$ cat config.mk
export PLATFORM = sky130hd
export DESIGN_NAME = tc_serial_decoder_flat
export DESIGN_NICKNAME = d
export VERILOG_FILES = /design/src/rtl/tc_serial_decoder_pkg.sv /design/src/rtl/tc_serial_decoder_if.sv /design/src/rtl/tc_serial_decoder_negate_bit.sv /design/src/rtl/tc_serial_decoder.sv /design/src/flat_wrapper.sv
export SDC_FILE = /design/constraint.sdc
export NUM_CORES = 1
export LEC_CHECK = 0
export CAP_MARGIN = 20
export CORE_UTILIZATION = 55
export CTS_CLUSTER_SIZE = 24
export DETAILED_ROUTE_END_ITERATION = 8
export HOLD_SLACK_MARGIN = 0.03
export PLACE_DENSITY_LB_ADDON = 0.05
export SLEW_MARGIN = 20
export SYNTH_ARGS = -nofsm -noshare
export SYNTH_HDL_FRONTEND = slang
export SYNTH_HIERARCHICAL = 1
export SYNTH_SLANG_ARGS = --single-unit
$ cat constraint.sdc
create_clock -name clk -period 2.75 [get_ports clk]
set_clock_uncertainty 0.15 [all_clocks]
set_input_delay 0.55 -clock clk [delete_from_list [all_inputs] [get_ports clk]]
set_output_delay 0.55 -clock clk [all_outputs]
set_load 0.05 [all_outputs]
$ cat src/rtl/tc_serial_decoder_pkg.sv
// Shared constants for the bit-serial two's-complement to sign-magnitude decoder.
// This package holds the default width, the FSM encoding and the counter sizing helper.
package tc_pkg;

  localparam int WIDTH_DEF = 8;

  localparam logic [1:0] IDLE  = 2'd0;
  localparam logic [1:0] SHIFT = 2'd1;
  localparam logic [1:0] DONE  = 2'd2;

  function automatic int clog2(input int n);
    int r;
    r = 0;
    while ((1 << r) < n) r++;
    return r;
  endfunction

endpackage

$ cat src/rtl/tc_serial_decoder_if.sv
// Request/result bundle between the encoder datapath and the serial decoder.
// The master drives the operand and start; the slave returns status and the result.
interface tc_serial_decoder_if
  import tc_pkg::*;
#(
  parameter int WIDTH = WIDTH_DEF
);

  logic             start;
  logic [WIDTH-1:0] tc_in;
  logic             busy;
  logic             done;
  logic             sign;
  logic [WIDTH-1:0] mag;
  logic             ovf;

  modport master (output start, tc_in, input busy, done, sign, mag, ovf);
  modport slave  (input start, tc_in, output busy, done, sign, mag, ovf);

endinterface

$ cat src/rtl/tc_serial_decoder_negate_bit.sv
// One bit of serial negation: copy bits up to and including the first 1, invert after it.
// The seen_one flag replaces a carry chain, so there is no ripple path.
module tc_serial_negate_bit (
  input  logic b_i,
  input  logic negate_i,
  input  logic seen_one_i,
  output logic ob_o,
  output logic seen_one_o
);

  assign ob_o       = (negate_i & seen_one_i) ? ~b_i : b_i;
  assign seen_one_o = seen_one_i | b_i;

endmodule

$ cat src/rtl/tc_serial_decoder.sv
// Bit-serial two's-complement to sign-magnitude decoder, LSB first, fixed WIDTH-cycle latency.
// Results are registered at completion and held until the next completion.
module tc_serial_decoder
  import tc_pkg::*;
#(
  parameter int WIDTH = WIDTH_DEF
) (
  input logic              clk,
  input logic              rst_n,
  tc_serial_decoder_if.slave bus
);

  localparam int CNT_W = clog2(WIDTH);
  localparam logic [CNT_W-1:0] CNT_LAST = CNT_W'(WIDTH - 1);
  localparam logic [WIDTH-1:0] MOST_NEG = {1'b1, {(WIDTH-1){1'b0}}};

  logic [1:0]       state_q, state_d;
  logic [WIDTH-1:0] sreg_q, sreg_d;
  logic [WIDTH-1:0] acc_q, acc_d;
  logic [CNT_W-1:0] cnt_q, cnt_d;
  logic             seen_q, seen_d;
  logic             sign_w_q, sign_w_d;
  logic             sign_q, sign_d;
  logic [WIDTH-1:0] mag_q, mag_d;
  logic             ovf_q, ovf_d;

  logic             ob;
  logic             seen_nxt;

  tc_serial_negate_bit u_negate_bit (
    .b_i        (sreg_q[0]),
    .negate_i   (sign_w_q),
    .seen_one_i (seen_q),
    .ob_o       (ob),
    .seen_one_o (seen_nxt)
  );

  always_comb begin
    state_d  = state_q;
    sreg_d   = sreg_q;
    acc_d    = acc_q;
    cnt_d    = cnt_q;
    seen_d   = seen_q;
    sign_w_d = sign_w_q;
    sign_d   = sign_q;
    mag_d    = mag_q;
    ovf_d    = ovf_q;
    case (state_q)
      IDLE, DONE: begin
        if (bus.start) begin
          sreg_d   = bus.tc_in;
          sign_w_d = bus.tc_in[WIDTH-1];
          cnt_d    = '0;
          seen_d   = 1'b0;
          state_d  = SHIFT;
        end else begin
          state_d  = IDLE;
        end
      end
      SHIFT: begin
        // start is deliberately not looked at here: no queueing of a new operand.
        sreg_d = sreg_q >> 1;
        acc_d  = {ob, acc_q[WIDTH-1:1]};
        seen_d = seen_nxt;
        cnt_d  = cnt_q + 1'b1;
        if (cnt_q == CNT_LAST) begin
          mag_d   = acc_d;
          sign_d  = sign_w_q;
          ovf_d   = sign_w_q & (acc_d == MOST_NEG);
          state_d = DONE;
        end
      end
      default: state_d = IDLE;
    endcase
  end

  always_ff @(posedge clk or negedge rst_n) begin
    if (!rst_n) begin
      state_q  <= IDLE;
      sreg_q   <= '0;
      acc_q    <= '0;
      cnt_q    <= '0;
      seen_q   <= 1'b0;
      sign_w_q <= 1'b0;
      sign_q   <= 1'b0;
      mag_q    <= '0;
      ovf_q    <= 1'b0;
    end else begin
      state_q  <= state_d;
      sreg_q   <= sreg_d;
      acc_q    <= acc_d;
      cnt_q    <= cnt_d;
      seen_q   <= seen_d;
      sign_w_q <= sign_w_d;
      sign_q   <= sign_d;
      mag_q    <= mag_d;
      ovf_q    <= ovf_d;
    end
  end

  assign bus.busy = (state_q == SHIFT);
  assign bus.done = (state_q == DONE);
  assign bus.sign = sign_q;
  assign bus.mag  = mag_q;
  assign bus.ovf  = ovf_q;

endmodule

$ cat src/flat_wrapper.sv
// flat-port wrapper written by rule: the top's interface ports become plain ports
module tc_serial_decoder_flat import tc_pkg::*;
#(
  parameter int WIDTH = WIDTH_DEF
)
  (clk, rst_n, bus_start, bus_tc_in, bus_busy, bus_done, bus_sign, bus_mag, bus_ovf);
  tc_serial_decoder_if #(.WIDTH(WIDTH)) bus_i ();
  input logic clk;
  input logic rst_n;
  input wire logic [$bits(bus_i.start)-1:0] bus_start;
  input wire logic [$bits(bus_i.tc_in)-1:0] bus_tc_in;
  output wire logic [$bits(bus_i.busy)-1:0] bus_busy;
  output wire logic [$bits(bus_i.done)-1:0] bus_done;
  output wire logic [$bits(bus_i.sign)-1:0] bus_sign;
  output wire logic [$bits(bus_i.mag)-1:0] bus_mag;
  output wire logic [$bits(bus_i.ovf)-1:0] bus_ovf;
  assign bus_i.start = bus_start;
  assign bus_i.tc_in = bus_tc_in;
  assign bus_busy = bus_i.busy;
  assign bus_done = bus_i.done;
  assign bus_sign = bus_i.sign;
  assign bus_mag = bus_i.mag;
  assign bus_ovf = bus_i.ovf;
  tc_serial_decoder #(.WIDTH(WIDTH)) u_core (.clk(clk), .rst_n(rst_n), .bus(bus_i));
endmodule
==> impl_metrics.json <==
{
  "coreArea_mm2": 0.00228,
  "gr-usage-met3_pct": 8.77,
  "ant_nets": 0,
  "post-cts-setup-buffers": 0,
  "seq_area_um2": 801,
  "fp.dieW_um": 52.0,
  "cts-root-buf": "clkbuf_4",
  "place_ws_ns": 0.631,
  "dieArea_mm2": 0.00270,
  "fin_crit_sh_pct": 89.9,
  "critPathSlowestCell": "clkdlybuf4s50_1",
  "critPathCaptureType": "primary output",
  "setup_tns_ns": 0,
  "clock.fmax_ghz": 0.405,
  "via_per_inst": 5.34,
  "num-fill-cells": 178,
  "timing.hold.ws_ns": 0.354,
  "slew_headroom_pct": 67.2,
  "yosys_warnings": 6,
  "drc_errors": 0,
  "critPathLaunchType": "flip-flop",
  "leakage_nw": 0.812,
  "hold_buffers": 0,
  "slew_viol_final": 0,
  "synth_seq_cells": 32,
  "cts_tree": "yes",
  "antennaDiodeCount": 0,
  "clkSinkCount": 32,
  "final_util_pct": 73.4,
  "final-setup-viol-count": 0,
  "fin_ws_ns": 0.278,
  "gp_congestion": 0.701,
  "grt_setup_unrepaired": "no",
  "start_util_pct": 60.4,
  "report.final.hold_viol_count": 0,
  "synthCells": 125,
  "grt_max_degree": 33,
  "wl_per_cell_um": 13.0,
  "syn_area_per_cell_um2": 11.0,
  "synth_nets": 138,
  "tightest_slew_ns": 0.490,
  "grt_pass1_vias": 863,
  "seq_area_frac_synth_pct": 58.3,
  "portBuffers": 22,
  "worstPathRequired_ns": 2.05,
  "cp_slowest_stage_delay_ns": 0.79,
  "crit_type": "reg2out",
  "first_pass_iters": 4,
  "drive_gt1_share_pct": 14.6,
  "nNetsFinal": 163,
  "outcome": "finished clean",
  "hpwl_um": 1580,
  "fp-row-count": 17,
  "multiInputGateArea_um2": 513,
  "ir_worst_vdd_mv": 0.838,
  "ios": 23,
  "ctsHtreeMaxLevel": 2,
  "numCtsBuffers": 5,
  "vias": 955,
  "path_cells": "and2b_1 -> clkdlybuf4s50_1",
  "hp-class": "reg2reg",
  "met1_usage_pct": 25.6,
  "period_minus_slack_ns": 2.47,
  "area_growth_syn_to_layout_pct": 21.6,
  "grt_busiest_layer": "met2",
  "ys_types": 26,
  "placed_cell_area_mm2": 0.00161,
  "clockBufferDepth": 2,
  "grt_usage_pct": 21.0,
  "wirelength_um": 2330,
  "p_per_area_mw_per_mm2": 1290,
  "path_clk_slew_ns": 0.09,
  "grt_pass1_wl_um": 3880,
  "drv_cap": 0,
  "antenna_found_initial": 0,
  "arrival_ns": 1.77,
  "die_y_um": 52.0,
  "overflow": 0,
  "critPathMaxFanout": 5,
  "netlist_area_mm2": 0.00137,
  "insertion_delay_ns": 0.33,
  "use_met2_pct": 31.0,
  "final_area_mm2": 0.00167,
  "cts-resized-gates": 0,
  "drtIter0Drc": 20
}
==> state kept, by name, indices dropped and copies added, names as in the netlist <==
name	flops
u_core/seen_q	1
u_core/bus.sign	1
u_core/bus.mag	8
u_core/bus.ovf	1
u_core/sign_w_q	1
u_core/sreg_q	8
u_core/cnt_q	3
u_core/state_q	2
u_core/acc_q	7
==> cells in the mapped netlist, drive strengths merged <==
cell / count / area [um^2]
o21ai: 3 / 15.0
ha: 2 / 25.0
buf: 7 / 50.1
nand3: 1 / 5.00
nand2: 40 / 150
mux2: 9 / 128
nand3b: 1 / 20.0
nor2: 8 / 32.5
or2: 1 / 6.26
inv: 2 / 10.0
xnor2: 1 / 8.76
a31oi: 7 / 43.8
and2b: 1 / 7.51
nand2b: 2 / 12.5
nor2b: 1 / 6.26
nor3: 1 / 5.00
a22o: 4 / 35.0
nor4: 1 / 6.26
nand4: 1 / 6.26
dfrtp: 32 / 801
==> layout by cell type, fill, tap and decap left out <==
cell type,n
dfrtp_1,32
a22o_1,4
nand4_1,1
nand2b_1,2
o21ai_1,2
nor2b_1,1
mux2_2,2
nor2_2,1
nand3b_4,1
nor3_1,1
xnor2_1,1
clkbuf_8,1
nand3_1,1
or2_1,1
nor4_1,1
clkdlybuf4s50_1,21
and2b_1,1
inv_1,1
nand2_1,40
a31oi_1,7
ha_1,2
inv_4,1
nor2_1,7
buf_4,3
mux2_4,7
buf_12,1
clkbuf_1,2
o21ai_0,1
clkbuf_4,5
==> metrics by stage <==
step | instances | total power [mW]
global placement | 171 | 1.85
detailed placement | 171 | 1.89
global route | 179 | 2.31
finish | 179 | 2.15
floorplan | 125 | 1.61
CTS | 179 | 2.17
==> power by group <==
group	total, mW	internal [mW]	leakage (nW)	switching, mW
registers	0.840	0.689	0.386	0.152
logic	1.04	0.434	0.394	0.601
clock network	0.276	0.126	0.0326	0.150
total	2.15	1.25	0.812	0.903
==> path summary, 6_finish.rpt <==
kind / start / to / slack [ns] / cells after the start
worst min-delay path: u_core/bus.ovf$_DFFE_PN0P_ / u_core/bus.ovf$_DFFE_PN0P_ / 0.35 / 2
worst max register to register: u_core/cnt_q[0]$_DFFE_PN0P_ / u_core/bus.mag[1]$_DFFE_PN0P_ / 1.09 / 4
max in group asynchronous: rst_n / u_core/sreg_q[7]$_DFFE_PN0P_ / 1.72 / 2
worst max-delay path: u_core/state_q[0]$_DFFE_PN0P_ / bus_done / 0.28 / 2
worst min register to register: u_core/bus.ovf$_DFFE_PN0P_ / u_core/bus.ovf$_DFFE_PN0P_ / 0.35 / 2
min in group asynchronous: rst_n / u_core/bus.mag[2]$_DFFE_PN0P_ / 0.45 / 2
==> area by class of cell <==
class | count | area share (%)
Tap cell | 28 | 2.10
Sequential cell | 32 | 47.9
Multi-Input combinational cell | 84 | 30.7
Clock buffer | 8 | 3.52
Inverter | 2 | 0.599
Timing Repair Buffer | 25 | 15.1
==> worst max-delay path, delay by kind of cell, from the launching register on <==
kind / cells / cell delay, ns
buffers and inverters: 1 / 0.79
flip-flops: 1 / 0.44
AND/OR/NAND/NOR: 1 / 0.21
==> cells by family (layout without fill, tap and decap cells) <==
group,Yosys count,after routing,share of synthesized area (%)
DFF,32,32,58.3
and+or+nand+nor,58,58,18.8
xor gates and xnor gates,1,1,0.638
buffers and inverters,9,35,4.37
muxes,9,9,9.29
adders and majority gates,2,2,1.82
AOI/OAI and AO/OA,14,14,6.83
==> layer usage <==
layer	wire length (um)	vias to the layer above	share of wire [%]
met1	1070	464	46
met5	0	-	0
met2	1080	23	46
li1	-	462	-
met4	63	0	2.7
met3	121	6	5.2
(Power assumes the default switching activity.)
